[config.mk]
export PLATFORM = sky130hd
export DESIGN_NAME = spike_scheduler
export DESIGN_NICKNAME = d
export VERILOG_FILES = /design/src/rtl/spike_sched_pkg.sv /design/src/rtl/spike_event_fifo.sv /design/src/rtl/spike_scheduler.sv
export SDC_FILE = /design/constraint.sdc
export NUM_CORES = 1
export LEC_CHECK = 0
export BUFFER_PORTS_ARGS = -buffer_cell sky130_fd_sc_hd__buf_4
export CORE_MARGIN = 4
export CORE_UTILIZATION = 65
export DETAILED_ROUTE_END_ITERATION = 12
export PLACE_DENSITY_LB_ADDON = 0.08
export SLEW_MARGIN = 20
export SYNTH_ARGS = -nofsm -noshare
export SYNTH_HDL_FRONTEND = slang
export SYNTH_SLANG_ARGS = --single-unit
export TNS_END_PERCENT = 30
[constraint.sdc]
create_clock -name clk -period 7.9 [get_ports clk]
set_input_delay 0.79 -clock clk [delete_from_list [all_inputs] [get_ports clk]]
set_output_delay 0.79 -clock clk [all_outputs]
set_load 0.02 [all_outputs]
[src/rtl/spike_sched_pkg.sv]
// Shared types and width helpers for the spike scheduler.
// Latency: n/a (types and constants only).
// Backpressure: n/a.
package spike_sched_pkg;

    localparam int DEF_NUM_SYNAPSE_ROWS = 2;
    localparam int DEF_TIME_WIDTH       = 16;
    localparam int DEF_ADDR_WIDTH       = 6;
    localparam int DEF_FIFO_DEPTH       = 8;

    // A single row still needs a 1-bit index port.
    function automatic int row_width(input int num_rows);
        return (num_rows > 1) ? $clog2(num_rows) : 1;
    endfunction

    localparam int DEF_ROW_W = row_width(DEF_NUM_SYNAPSE_ROWS);

    typedef struct packed {
        logic [DEF_TIME_WIDTH-1:0] ts;
        logic [DEF_ROW_W-1:0]      row;
        logic [DEF_ADDR_WIDTH-1:0] addr;
    } spike_event_t;

    typedef enum logic [0:0] {
        IDLE = 1'b0,
        RUN  = 1'b1
    } sched_state_t;

endpackage

[src/rtl/spike_event_fifo.sv]
// In-order event buffer with registered full/empty flags and occupancy count.
// Latency: a pushed entry is visible at the head on the cycle after the push.
// Backpressure: in_rdy = !full from a register; a same-cycle pop does not open it.
// Ports: in_vld/in_rdy/in_dat push side, out_vld/out_rdy/out_dat head and pop, count occupancy.
module spike_event_fifo #(
    parameter  int WIDTH = 8,
    parameter  int DEPTH = 8,
    localparam int PTR_W = $clog2(DEPTH),
    localparam int CNT_W = $clog2(DEPTH) + 1
) (
    input  logic             clk,
    input  logic             reset,
    input  logic             in_vld,
    output logic             in_rdy,
    input  logic [WIDTH-1:0] in_dat,
    output logic             out_vld,
    input  logic             out_rdy,
    output logic [WIDTH-1:0] out_dat,
    output logic [CNT_W-1:0] count
);

    logic [WIDTH-1:0] mem [DEPTH];
    logic [PTR_W-1:0] wr_ptr;
    logic [PTR_W-1:0] rd_ptr;
    logic             full_q;
    logic             empty_q;
    logic             push;
    logic             pop;
    logic [CNT_W-1:0] count_d;

    assign push    = in_vld && !full_q;
    assign pop     = out_rdy && !empty_q;
    assign in_rdy  = !full_q;
    assign out_vld = !empty_q;
    assign out_dat = mem[rd_ptr];

    always_comb begin
        count_d = count;
        if (push && !pop) begin
            count_d = count + CNT_W'(1);
        end else if (pop && !push) begin
            count_d = count - CNT_W'(1);
        end
    end

    always_ff @(posedge clk) begin
        if (!reset) begin
            wr_ptr  <= '0;
            rd_ptr  <= '0;
            count   <= '0;
            full_q  <= 1'b0;
            empty_q <= 1'b1;
        end else begin
            // DEPTH is a power of two, so pointers wrap on overflow.
            if (push) wr_ptr <= wr_ptr + PTR_W'(1);
            if (pop)  rd_ptr <= rd_ptr + PTR_W'(1);
            count   <= count_d;
            full_q  <= (count_d == CNT_W'(DEPTH));
            empty_q <= (count_d == '0);
        end
    end

    always_ff @(posedge clk) begin
        if (push) mem[wr_ptr] <= in_dat;
    end

endmodule

[src/rtl/spike_scheduler.sv]
// Timestamped spike scheduler: buffers events, runs a time base, pulses each row when due.
// Latency: event with time T (queued in time) pulses in the cycle where timer == T+1.
// Backpressure: evt_ready low while the FIFO is full; at most one dispatch per cycle.
// Ports: start/stop control, evt_* push, spike_valid/spike_addr pulse out, timer/running/fifo_count/late_count status.
// Option SPIKE_SCHED_LATE_DROP_EN: late events are discarded (still counted) instead of dispatched.
module spike_scheduler
    import spike_sched_pkg::*;
#(
    parameter  int NUM_SYNAPSE_ROWS = DEF_NUM_SYNAPSE_ROWS,
    parameter  int TIME_WIDTH       = DEF_TIME_WIDTH,
    parameter  int ADDR_WIDTH       = DEF_ADDR_WIDTH,
    parameter  int FIFO_DEPTH       = DEF_FIFO_DEPTH,
    localparam int ROW_W            = row_width(NUM_SYNAPSE_ROWS),
    localparam int CNT_W            = $clog2(FIFO_DEPTH) + 1
) (
    input  logic                        clk,
    input  logic                        reset,
    input  logic                        start,
    input  logic                        stop,
    input  logic                        evt_valid,
    output logic                        evt_ready,
    input  logic [TIME_WIDTH-1:0]       evt_time,
    input  logic [ROW_W-1:0]            evt_row,
    input  logic [ADDR_WIDTH-1:0]       evt_addr,
    output logic [NUM_SYNAPSE_ROWS-1:0] spike_valid,
    output logic [ADDR_WIDTH-1:0]       spike_addr,
    output logic [TIME_WIDTH-1:0]       timer,
    output logic                        running,
    output logic [CNT_W-1:0]            fifo_count,
    output logic [7:0]                  late_count
);

    typedef struct packed {
        logic [TIME_WIDTH-1:0] ts;
        logic [ROW_W-1:0]      row;
        logic [ADDR_WIDTH-1:0] addr;
    } evt_t;

    localparam logic [ROW_W:0] NUM_ROWS_L = NUM_SYNAPSE_ROWS[ROW_W:0];

    sched_state_t          state_q;
    sched_state_t          state_d;
    logic [TIME_WIDTH-1:0] timer_q;
    logic [TIME_WIDTH-1:0] timer_d;
    evt_t                  in_evt;
    evt_t                  head;
    logic                  head_vld;
    logic [TIME_WIDTH-1:0] delta;
    logic                  is_late;
    logic                  pop;
    logic                  fire;

    assign in_evt  = '{ts: evt_time, row: evt_row, addr: evt_addr};
    assign timer   = timer_q;
    assign running = (state_q == RUN);

    spike_event_fifo #(
        .WIDTH ($bits(evt_t)),
        .DEPTH (FIFO_DEPTH)
    ) u_fifo (
        .clk     (clk),
        .reset   (reset),
        .in_vld  (evt_valid),
        .in_rdy  (evt_ready),
        .in_dat  (in_evt),
        .out_vld (head_vld),
        .out_rdy (pop),
        .out_dat (head),
        .count   (fifo_count)
    );

    // Next state and time base; stop has priority over start.
    always_comb begin
        state_d = state_q;
        timer_d = timer_q;
        case (state_q)
            IDLE: begin
                if (start && !stop) begin
                    state_d = RUN;
                    timer_d = '0;
                end
            end
            RUN: begin
                if (stop) begin
                    state_d = IDLE;
                end else if (start) begin
                    timer_d = '0;
                end else begin
                    timer_d = timer_q + TIME_WIDTH'(1);
                end
            end
            default: state_d = IDLE;
        endcase
    end

    // Due test: head.ts - timer as a signed wrap-aware distance; <= 0 means due.
    always_comb begin
        delta   = head.ts - timer_q;
        is_late = delta[TIME_WIDTH-1];
        pop     = (state_q == RUN) && head_vld && (is_late || (delta == '0));
        fire    = pop && ({1'b0, head.row} < NUM_ROWS_L);
`ifdef SPIKE_SCHED_LATE_DROP_EN
        if (is_late) fire = 1'b0;
`else
        fire    = fire && 1'b1;
`endif
    end

    always_ff @(posedge clk) begin
        if (!reset) begin
            state_q     <= IDLE;
            timer_q     <= '0;
            spike_valid <= '0;
            spike_addr  <= '0;
            late_count  <= '0;
        end else begin
            state_q     <= state_d;
            timer_q     <= timer_d;
            spike_valid <= fire ? (NUM_SYNAPSE_ROWS'(1) << head.row) : '0;
            if (fire) spike_addr <= head.addr;
            if (pop && is_late && (late_count != 8'hFF)) begin
                late_count <= late_count + 8'd1;
            end
        end
    end

endmodule

# Word level (Yosys, flattened, before mapping)
# Memories as Yosys holds them, arrays and structs flattened. A register that Yosys moved wholly into a read port is not among the register bits.
# Index checks and enable logic that the tools add are counted.
# Widths: inputs -> output; s select.
# classes
n_reduce_logical	19
add_sub_neg	7
bitwise_logic	1
shifts	1
eq_ne	4
mux	13
# ops
op	n
$mux 16	3
$pmux 16 s2	1
$add 16x1->16 const B	1
$logic_not 16->1	1
$sub 16x16->16	1
$logic_and 1x1->1	9
$add 8x1->8 const B	1
$mux 4	2
$ne 8x8->1 const B	1
$add 3x1->3 const B	2
$mux 3	2
$logic_not 1->1	5
$add 4x1->4 const B	1
$eq 4x4->1 const B	1
$logic_not 4->1	1
$mux 1	4
$ne 2x2->1 const B	2
$reduce_and 2->1	2
$sub 4x1->4 const B	1
$pmux 1 s2	1
$shl 1x1->2 const A	1
$logic_or 1x1->1	1
$not 1->1	1
# word_totals
ram_bits	184
word_cells	56
out_inout_bits	38
n_memories	1
inputBits	28
reg_bits	45
# memory_table
name	words	width	read_ports	rd_ports_with_merged_regs	write_ports	line_no	rtl
u_fifo.mem	8	23	1	1	1	spike_event_fifo.sv:22	logic [WIDTH-1:0] mem [DEPTH];

# Logic depth before layout (Yosys ltp)
# Gate-level depths: netlist (run 1).
# depth
depth_word	9
depth_mapped	18
mapped_depth_nobuf	14

# Cells and area by module
# A second synthesis (run 1) with hierarchy kept.
# unflattened
hier_cells	680
hier_area_um2	10403.7
# modules_own_cells
mod	cells_per_inst	instances	seq_area_each_um2	area_per_inst_um2
spike_event_fifo	346	1	5825.6	7771.2
spike_scheduler	334	1	660.6	2632.5

# Worst setup path before layout (run 1)
# OpenSTA, ideal clock, no wires.
# synth_path
path_type	reg-to-reg
startpoint	register (tool-made name)
endpoint	register u_fifo.full_q
arrival_time_ns	4.354
setup_time_ns	0.087
t_required_ns	7.813
path_slack_ns	3.459
synth_period_minus_slack_ns	4.441
stages_incl_launch_ff	17
n_path_buf	3
cell_sequence	dfxtp_1 -> buf_6 -> buf_1 -> mux4_2 -> mux2_2 -> ha_1 -> a21o_1 -> or2_1 -> o21ai_1 -> nand2_1 -> mux2_2 -> o2111ai_1 -> nand2b_1 -> buf_6 -> or3_1 -> a211oi_2 -> nor4b_2
# synth_rtl
element	line_no	rtl
end signal: assignment	spike_event_fifo.sv:58	full_q <= (count_d == CNT_W'(DEPTH));
end: declaration	spike_event_fifo.sv:25	logic full_q;

==> results of run 1 <==
[how the worst min path moves through the flow]
stage	endpoint	slack, ns	depth (start not counted)
floorplan	flip-flop	0.48	2
global placement	late_count[7]	0.49	2
detailed placement	spike_addr[1]	0.50	2
CTS	u_fifo.empty_q	0.48	2
global route	u_fifo.empty_q	0.48	2
finish	u_fifo.empty_q	0.49	2
[final cells by class]
type,instances,area (um^2)
well taps,188,235
repair buffers,77,578
clock buffers,29,598
multi-input cells,376,3300
inverters,22,82.6
flip-flops and latches,232,6490
clock inverters,13,206
fillers,860,3590
[power by group]
group,total (mW),internal (mW),switching [mW]
Clock,1.16,0.705,0.455
Sequential,1.37,1.35,0.0194
Combinational,0.199,0.0837,0.115
[critical path, delay by kind of cell, from the launching register on]
family | cells | cell delay [ns]
flip-flops | 1 | 0.93
buffers and inverters | 1 | 0.40
AND/OR/NAND/NOR | 6 | 1.98
adder cells (fa/ha/maj) | 1 | 0.39
XOR/XNOR | 1 | 0.20
multiplexers | 2 | 0.81
AO/OA/AOI/OAI | 3 | 1.00
[cell usage in the layout (no fill, tap or decap), types with 8 or more instances in the layout]
master and n:
nor2_1 39, mux2_2 15, nand2_1 28, xnor2_1 8
nand4_1 14, nand3_1 12, or3_1 8, ha_1 21
xor2_1 8, and3_1 8, a21oi_1 44, mux2i_1 14
inv_1 22, dfxtp_1 45, o21ai_0 25, clkbuf_16 23
mux4_2 46, buf_4 77, edfxtp_1 184
[registers in the layout (all words and copies together) (netlist names), named ones only]
name / flops
u_fifo.count: 4
timer: 16
u_fifo.empty_q: 1
spike_addr: 6
late_count: 8
u_fifo.wr_ptr: 3
u_fifo.mem: 184
running: 1
u_fifo.full_q: 1
spike_valid: 2
u_fifo.rd_ptr: 3
[logic make-up (layout without fill, tap and decap cells)]
| family | Yosys count | count (layout) | synth area share, % |
|---|---|---|---|
| AO/OA/AOI/OAI | 114 | 114 | 7.17 |
| XOR/XNOR | 16 | 16 | 1.41 |
| adder cells (fa/ha/maj) | 23 | 23 | 2.94 |
| buffers and inverters | 54 | 141 | 2.25 |
| flip-flops | 232 | 232 | 65.1 |
| multiplexers | 75 | 75 | 13.5 |
| AND/OR/NAND/NOR | 148 | 148 | 7.69 |
[per-layer routing]
metal	part of all wire, %	wire (um)	GRT usage (%)	vias to the layer above
met5	0	0	0	-
met3	5.3	1160	3.44	39
met4	2.6	583	7.82	0
met2	51	11200	44.8	232
met1	41	9120	34.3	3015
li1	-	-	-	2733
[Yosys cell counts, types with 3 or more instances]
cell      instances
a211oi_1          6
a21o_1            6
a21oi_1          44
a31oi_1           4
and2_1            4
and3_1            8
and4_1            4
buf_1             6
clkbuf_1         21
dfxtp_1          48
edfxtp_1        184
ha_1             21
inv_1            22
mux2_2           15
mux2i_1          14
mux4_2           46
nand2_1          28
nand2b_1          7
nand3_1          12
nand4_1          14
nor2_1           40
nor2b_1           3
nor3_1            5
nor3b_1           3
nor4_1            3
o21a_1            3
o21ai_0          25
or3_1             8
or4_1             3
xnor2_1           8
xor2_1            8
==> summary.txt, run 1 <==
Timing
  • Tmin final: ~5.8 ns
  • Max-slew headroom: roughly 30%
  • Setup Viol. Count Final: 0
  • Final period utilization: around three quarters
  • Max-slew violation count: 0
  • Setup ws final: approximately 2.1 ns
  • Clk_skew: approximately 0.020 ns
  • Final hold violation count: 0
  • Max Fclk: around 0.17 GHz
  • Setup_tns: 0 ns
  • Worst-Margin Slew: roughly 1.1 ns
  • RSZ-0062 raised after global routing: false
  • Worst hold margin: roughly 0.5 ns

Floorplanning
  • Core area: between 0.015 and 0.02 mm^2
  • I/O pin cnt: 66
  • Starting density of the core: roughly two thirds
  • Die Ht: around 130 um
  • Die area: between 0.015 and 0.02 mm^2
  • Number of placement rows: 45
  • DIE WIDTH: roughly 130 um

Clock network
  • CTS resizes: 0
  • Worst skew pair latency: 0.53 ns
  • H-tree Lvls: 1
  • Clk slew on worst S/H paths: around 0.060 ns
  • Sink Count: about 230
  • Post-CTS Setup Bufs: 0
  • TritonCTS Buffers: 23
  • CTS tree: built
  • CTS Hold Bufs: 0
  • Root buf cell: clkbuf_16
  • Clk buf depth: 3

Yosys
  • EDFF count, synth: between 150 and 200
  • Post-synthesis sequential area ratio: 65.1%
  • Top post-synthesis cells by area: edfxtp_1 (55%), mux4_2 (10%), dfxtp_1 (9.6%)
  • Yosys top cell by area: edfxtp_1
  • Synth Flop Type: edfxtp_1
  • Post-synth ARST share: 0%
  • Yosys top cell area share: around 55%
  • Synth cell types: 60
  • Synth Cell Area: ~0.010 mm^2
  • Syn avg cell area: between 15 and 20 um^2
  • Synth Warn #: 0
  • Seq cells post-synth: ~230
  • Net Count, Synth: 712
  • Gate Count Post-Synth: ~660

Power and ir drop
  • Static Leakage: between 3 and 4 nW
  • Pwr/cell area: approximately 240 mW/mm^2
  • Total Power: around 2.7 mW
  • Worst VDD drop: ~320 uV

Placement
  • Placed cells: around 900
  • IO Port Bufs: between 60 and 70
  • Setup WS pre-CTS: roughly 2.1 ns
  • Post-Place Cell Area: 0.0107 mm^2
  • Global placer's final weighted congestion: 0.928
  • HPWL after DPL: around 13 mm

GRT
  • Antenna violations before repair: 0
  • Number of global-route vias before repair: between 6000 and 7000
  • Gr ovfl total: 0
  • First-pass GRT wire length: about 35 mm
  • Largest net degree at the start of global routing: 38
  • Global Route Usage Sum: 25.7%

Critical path
  • Reg-to-reg endpoint: u_fifo.full_q
  • Startpoint types: flip-flop
  • CP most frequent cell: nand2b_1
  • R2r setup slk: 2.08 ns
  • CP endpoint kind: flip-flop
  • Worst EP arrival: 6.26 ns
  • Slowest cell on crit path: dfxtp_2
  • Worst Path Required: about 8.3 ns
  • Crit path kind: reg -> reg
  • CP max stage delay: 0.93 ns
  • Crit-path max FO: 27
  • Worst-case reg-to-reg path depth: 14
  • Worst Setup EP: u_fifo.full_q
  • Cell-by-cell trace of the critical path: buf_4, mux4_2, mux2_2, ha_1, nand2b_1, nand3_1, or3_1, a2111oi_0, nor4b_1, o2111ai_1, nand2b_1, xnor2_1, o311a_1, nor4b_2

Route
  • Drt pass-1 iters: 5
  • Final ANT Viol Nets: 0
  • Vias per std cell: between 6 and 7
  • Vias: roughly 6000
  • Wire length per cell: between 20 and 25 um
  • Initial DRC count: approximately 490
  • Routed wire length: 22.1 mm
  • Residual DRC: 0

Finish
  • Post-route insts no fill: approximately 940
  • Share of cells above drive strength 1: 25.2%
  • Layout Area Growth over Synthesis: 15.3%
  • Nets@finish: just under 800
  • Util after Layout: between 70% and 80%
  • Post-Layout Inst Area: between 0.01 and 0.015 mm^2
  • Total inserted antenna cells: 0

Run status
  • Outcome: finished clean

Worst hold path
  • Worst hold start: reset
  • Hold Crit Class: in -> reg

Job
  • Max Cap Violations: 0
(Power assumes the default switching activity.)
==> run 2: changes to the inputs <==
- CORE_UTILIZATION: 65 -> 54
- clock period: 7.9 -> 5.21 ns (I/O delays scaled with it)
==> run 2 against run 1 <==
- maximum frequency up 23%
- total power up 48%
- sequential power up 51%
- largest cell class unchanged
- largest power group unchanged
==> summary.txt, run 2 (synthesis results as in run 1) <==
Power and ir drop
  • Sw frac: 22.0%
  • Worst VDD drop: 324 uV
  • Pwr/cell area: approximately 350 mW/mm^2
  • Sw power: 0.887 mW
  • Total Power: 4.02 mW
  • Sequential group share of total power: 51.4%
  • Static Leakage: ~4 nW
  • Cell Int Power: 3.14 mW
  • Clock power frac: 41.1%
  • Comb pwr share: about 7.6%

Finish
  • Layout Area Growth over Synthesis: 16.6%
  • Largest reg by FF count: u_fifo.mem
  • Nets@finish: a little under 800
  • Post-route insts no fill: approximately 990
  • Share of cells above drive strength 1: around a quarter
  • Post-Layout Inst Area: roughly 0.012 mm^2
  • Most common cell after layout, fill and taps aside: edfxtp_1
  • Max reg flops: around 180
  • Total inserted antenna cells: 0
  • Most frequent cells in the layout: edfxtp_1 (184), buf_4 (83), mux4_2 (46), dfxtp_1 (46), a21oi_1 (44)

Floorplanning
  • I/O pin cnt: between 60 and 70
  • Die area: 0.0207 mm^2
  • Die Ht: 144 um
  • Number of placement rows: 49
  • Core area: approximately 0.018 mm^2
  • DIE WIDTH: ~140 um
  • Starting density of the core: a little under three fifths

Critical path
  • Worst-case reg-to-reg path depth: 15
  • Worst EP arrival: ~5.2 ns
  • Startpoint types: flip-flop
  • Worst Path Required: 5.65 ns
  • Reg-to-reg endpoint: u_fifo.full_q
  • Crit path kind: reg -> reg
  • Crit-path max FO: 20
  • CP endpoint kind: flip-flop
  • R2r setup slk: about 0.46 ns

Job
  • Max Cap Violations: 0

Timing
  • Setup_tns: 0 ns
  • Worst-Margin Slew: just under 1 ns
  • Final hold violation count: 0
  • Setup ws final: 0.459 ns
  • Max-slew headroom: roughly 36%
  • Tmin final: approximately 4.8 ns
  • Max Fclk: around 0.21 GHz
  • Setup Viol. Count Final: 0
  • Max-slew violation count: 0
  • Final period utilization: between 90 and 100%
  • RSZ-0062 raised after global routing: false
  • Clk_skew: around 0.017 ns

Placement
  • HPWL after DPL: about 14 mm
  • IO Port Bufs: 65
  • Setup WS pre-CTS: approximately 0.42 ns
  • Post-Place Cell Area: roughly 0.011 mm^2
  • Placed cells: approximately 950
  • Global placer's final weighted congestion: 0.893

Worst hold path
  • Worst Hold Depth: 2
  • Worst hold path endpoint: u_fifo.empty_q
  • Hold Crit Class: in -> reg
  • Worst hold start: reset

GRT
  • Number of global-route vias before repair: 6065
  • Antenna violations before repair: 0
  • Gr ovfl total: 0
  • First-pass GRT wire length: roughly 33 mm
  • Largest net degree at the start of global routing: 33
  • Global Route Usage Sum: between 20% and 30%

Clock network
  • CTS Hold Bufs: 0
  • TritonCTS Buffers: 25
  • Sink Count: approximately 230
  • Clk slew on worst S/H paths: roughly 0.060 ns
  • Root buf cell: clkbuf_16
  • H-tree Lvls: 1
  • CTS resizes: 0
  • CTS tree: built
  • Worst skew pair latency: approximately 0.52 ns
  • Post-CTS Setup Bufs: 0
  • Clk buf depth: 3

Route
  • Initial DRC count: just over 400
  • Routed wire length: approximately 21 mm
  • Vias per std cell: ~6.0
  • Vias: between 5000 and 6000
  • Residual DRC: 0
  • Drt pass-1 iters: 6
  • Final ANT Viol Nets: 0
  • Wire length per cell: about 21 um

Run status
  • Outcome: finished clean
-- run 2: cell types whose count changed in the layout (fill, tap and decap cells not counted), moves of 3 or more --
cell / before / now
clkbuf_16: 23 / 26
bufinv_16: 5 / 1
clkinv_2: 2 / 7
buf_4: 77 / 83
buf_12: 0 / 3
-- run 2: worst max-delay path by stage --
stage / startpoint / end / slack [ns] / depth (start not counted)
2_1_floorplan: flip-flop / u_fifo.full_q / 0.77 / 16
3_3_place_gp: flip-flop / u_fifo.full_q / 0.53 / 16
3_5_place_dp: flip-flop / u_fifo.full_q / 0.42 / 16
4_1_cts: flip-flop / u_fifo.full_q / 0.40 / 16
5_1_grt: flip-flop / u_fifo.full_q / 0.17 / 16
6_report: flip-flop / u_fifo.full_q / 0.46 / 15
-- run 2: critical path: stages, from the launching register on --
cell	delay (ns)
dfxtp_2	0.47
buf_12	0.24
mux4_2	0.51
mux2_2	0.29
ha_1	0.39
nand2_1	0.10
a211oi_2	0.35
o21ai_1	0.19
nand2_1	0.10
mux2_2	0.32
o2111ai_1	0.35
nand2b_1	0.26
buf_4	0.24
or3_1	0.36
a211oi_2	0.26
nor4b_2	0.22
-- run 2: per-stage QoR --
step / utilization (%) / hold WS [ns]
after global placement: 60.0 / 0.488
after global routing: 64.3 / 0.209
final: 64.3 / 0.215
after CTS: 64.3 / 0.198
after detailed placement: 60.0 / 0.501
after floorplan: - / 0.485
-- run 2: power by group through the flow --
stage	sequential, mW	clock [mW]	combinational [mW]
CTS	2.07	1.68	0.305
detailed placement	2.11	0	0.303
finish	2.07	1.65	0.304
floorplan	2.11	0	0.194
global placement	2.10	0	0.298
global route	2.07	1.78	0.336
-- run 2: metal layers --
layer,up-vias,track usage [%],wire (um)
met4,0,5.30,437
li1,2753,-,-
met3,39,3.63,1260
met2,189,34.2,10100
met5,-,0,0
met1,2941,29.5,9210
-- run 2: area by class of cell --
| class | instances | area [um^2] |
|---|---|---|
| flip-flops and latches | 232 | 6490 |
| inverters | 22 | 82.6 |
| multi-input cells | 376 | 3300 |
| clock buffers | 31 | 669 |
| clock inverters | 15 | 106 |
| fillers | 1265 | 6460 |
| well taps | 229 | 287 |
| repair buffers | 86 | 683 |
==> run 3: changes to the inputs <==
- CORE_MARGIN: 4 -> 1
- RECOVER_POWER: not set -> 25
==> run 3 against run 2 <==
- total power up 2.3%
- worst hold slack improved by 0.0074 ns
- register-to-register slack worse by 0.03 ns
- flip-flop and latch count did not move
- non-clock buffer count decreased by 1
- clock skew rose by 0.0030 ns
- clock power increased by 6%
- maximum frequency shrank 0.54%
- combinational power is 2% lower
- die area decreased by 8.2%
- largest power group unchanged
- largest cell class unchanged
- routed wire length increased by 0.11%
==> summary.txt, run 3 (synthesis results as in run 1) <==
Floorplanning
  • I/O pin cnt: 66
  • Die area: between 0.015 and 0.02 mm^2
  • DIE WIDTH: ~140 um
  • Number of placement rows: 49
  • Die Ht: roughly 140 um
  • Starting density of the core: a little under three fifths
  • Core area: 0.0180 mm^2

Clock network
  • H-tree Lvls: 1
  • Worst skew pair latency: around 0.52 ns
  • Post-CTS Setup Bufs: 0
  • TritonCTS Buffers: 25
  • Clk buf depth: 3
  • Sink Count: roughly 230
  • Root buf cell: clkbuf_16
  • CTS Hold Bufs: 0
  • Clk slew on worst S/H paths: roughly 0.060 ns
  • CTS tree: built
  • CTS resizes: 0

GRT
  • Number of global-route vias before repair: 5806
  • Antenna violations before repair: 0
  • Gr ovfl total: 0
  • Global Route Usage Sum: 22.6%
  • First-pass GRT wire length: 31.6 mm
  • Largest net degree at the start of global routing: 31

Power and ir drop
  • Pwr/cell area: approximately 360 mW/mm^2
  • Static Leakage: around 3.9 nW
  • Worst VDD drop: approximately 330 uV

Route
  • Wire length per cell: around 21 um
  • Initial DRC count: 321
  • Vias: 5933
  • Residual DRC: 0
  • Final ANT Viol Nets: 0
  • Drt pass-1 iters: 4
  • Vias per std cell: about 6.0
  • Routed wire length: 21.0 mm

Worst hold path
  • Worst Hold Depth: 2
  • Hold Crit Class: in -> reg

Placement
  • Post-Place Cell Area: about 0.011 mm^2
  • IO Port Bufs: between 60 and 70
  • Global placer's final weighted congestion: between 0.8 and 0.9
  • HPWL after DPL: approximately 13 mm

Run status
  • Outcome: finished clean

Timing
  • Setup_tns: 0 ns
  • Max-slew headroom: roughly 35%
  • Tmin final: 4.78 ns
  • Final period utilization: 91.7%
  • Setup Viol. Count Final: 0
  • Max-slew violation count: 0
  • Final hold violation count: 0
  • RSZ-0062 raised after global routing: false
  • Worst-Margin Slew: ~0.97 ns
  • Clk_skew: roughly 0.020 ns
  • Max Fclk: 0.209 GHz

Finish
  • Most common cell after layout, fill and taps aside: edfxtp_1
  • Post-Layout Inst Area: roughly 0.012 mm^2
  • Largest reg by FF count: u_fifo.mem
  • Share of cells above drive strength 1: 24.3%
  • Nets@finish: 792
  • Util after Layout: 64.3%
  • Layout Area Growth over Synthesis: 16.2%
  • Most frequent cells in the layout: edfxtp_1 (184), buf_4 (68), mux4_2 (46), dfxtp_1 (46), a21oi_1 (44)
  • Total inserted antenna cells: 0
  • Max reg flops: 184

Critical path
  • Worst Path Required: between 5 and 6 ns
  • Crit path kind: reg -> reg
  • Slowest cell on crit path: mux4_2
  • CP endpoint kind: flip-flop
  • Startpoint types: flip-flop
  • Worst EP arrival: 5.21 ns
  • Worst-case reg-to-reg path depth: 14
  • Cell-by-cell trace of the critical path: buf_12, mux4_2, mux2_2, ha_1, nor2_1, a211oi_2, o2111ai_1, and3_1, a2111oi_0, o2111ai_1, nand2b_1, a31oi_1, a211oi_2, nor4b_2
  • Crit-path max FO: 30
  • CP max stage delay: 0.53 ns

Job
  • Max Cap Violations: 0
## run 3: changes by cell type in the layout (fill, tap and decap cells not counted), sizes merged
cell	previous run	this run
clkbuf	31	49
clkinvlp	0	2
buf	86	69
bufinv	1	3
clkinv	12	6
## run 3: layer usage
metal	up-vias	track usage (%)	wire [um]
met5	-	0	0
met4	0	5.98	375
met3	34	3.51	1090
met2	154	38.8	10600
met1	2994	30.0	8940
li1	2751	-	-
## run 3: worst paths after layout
| path | from | endpoint | slack (ns) |
|---|---|---|---|
| worst min register to register | spike_addr[0] | spike_addr[0] | 0.51 |
| worst max-delay path | flip-flop | u_fifo.full_q | 0.43 |
| worst min-delay path | reset | u_fifo.empty_q | 0.22 |
| worst max register to register | flip-flop | u_fifo.full_q | 0.43 |
## run 3: metrics by stage
step           std cells  setup slack (ns)  power [mW]  hold slack [ns]
2_1_floorplan        662             0.769        2.30            0.485
3_3_place_gp         944             0.619        2.40            0.485
3_5_place_dp         944             0.486        2.41            0.503
4_1_cts              990             0.467        4.16            0.199
5_1_grt              990            0.0622        4.26            0.203
6_report             990             0.433        4.12            0.222
## run 3: cell type report
cell class	instances	area (um^2)
well taps	229	287
clock inverters	13	154
inverters	22	82.6
repair buffers	85	591
clock buffers	33	676
multi-input cells	376	3300
fillers	1329	6440
flip-flops and latches	232	6490
## run 3: power by group
group,internal [mW],switching (mW)
registers,2.04,0.0239
logic,0.122,0.176
clock network,1.06,0.686
total,3.23,0.886
## run 3: critical path, delay by kind of cell (launching register included)
family	cells	cell delay, ns
simple gates	4	0.91
buf+inv	1	0.29
compound gates	6	1.91
mux	2	0.82
fa+ha+maj	1	0.34
flops	1	0.42
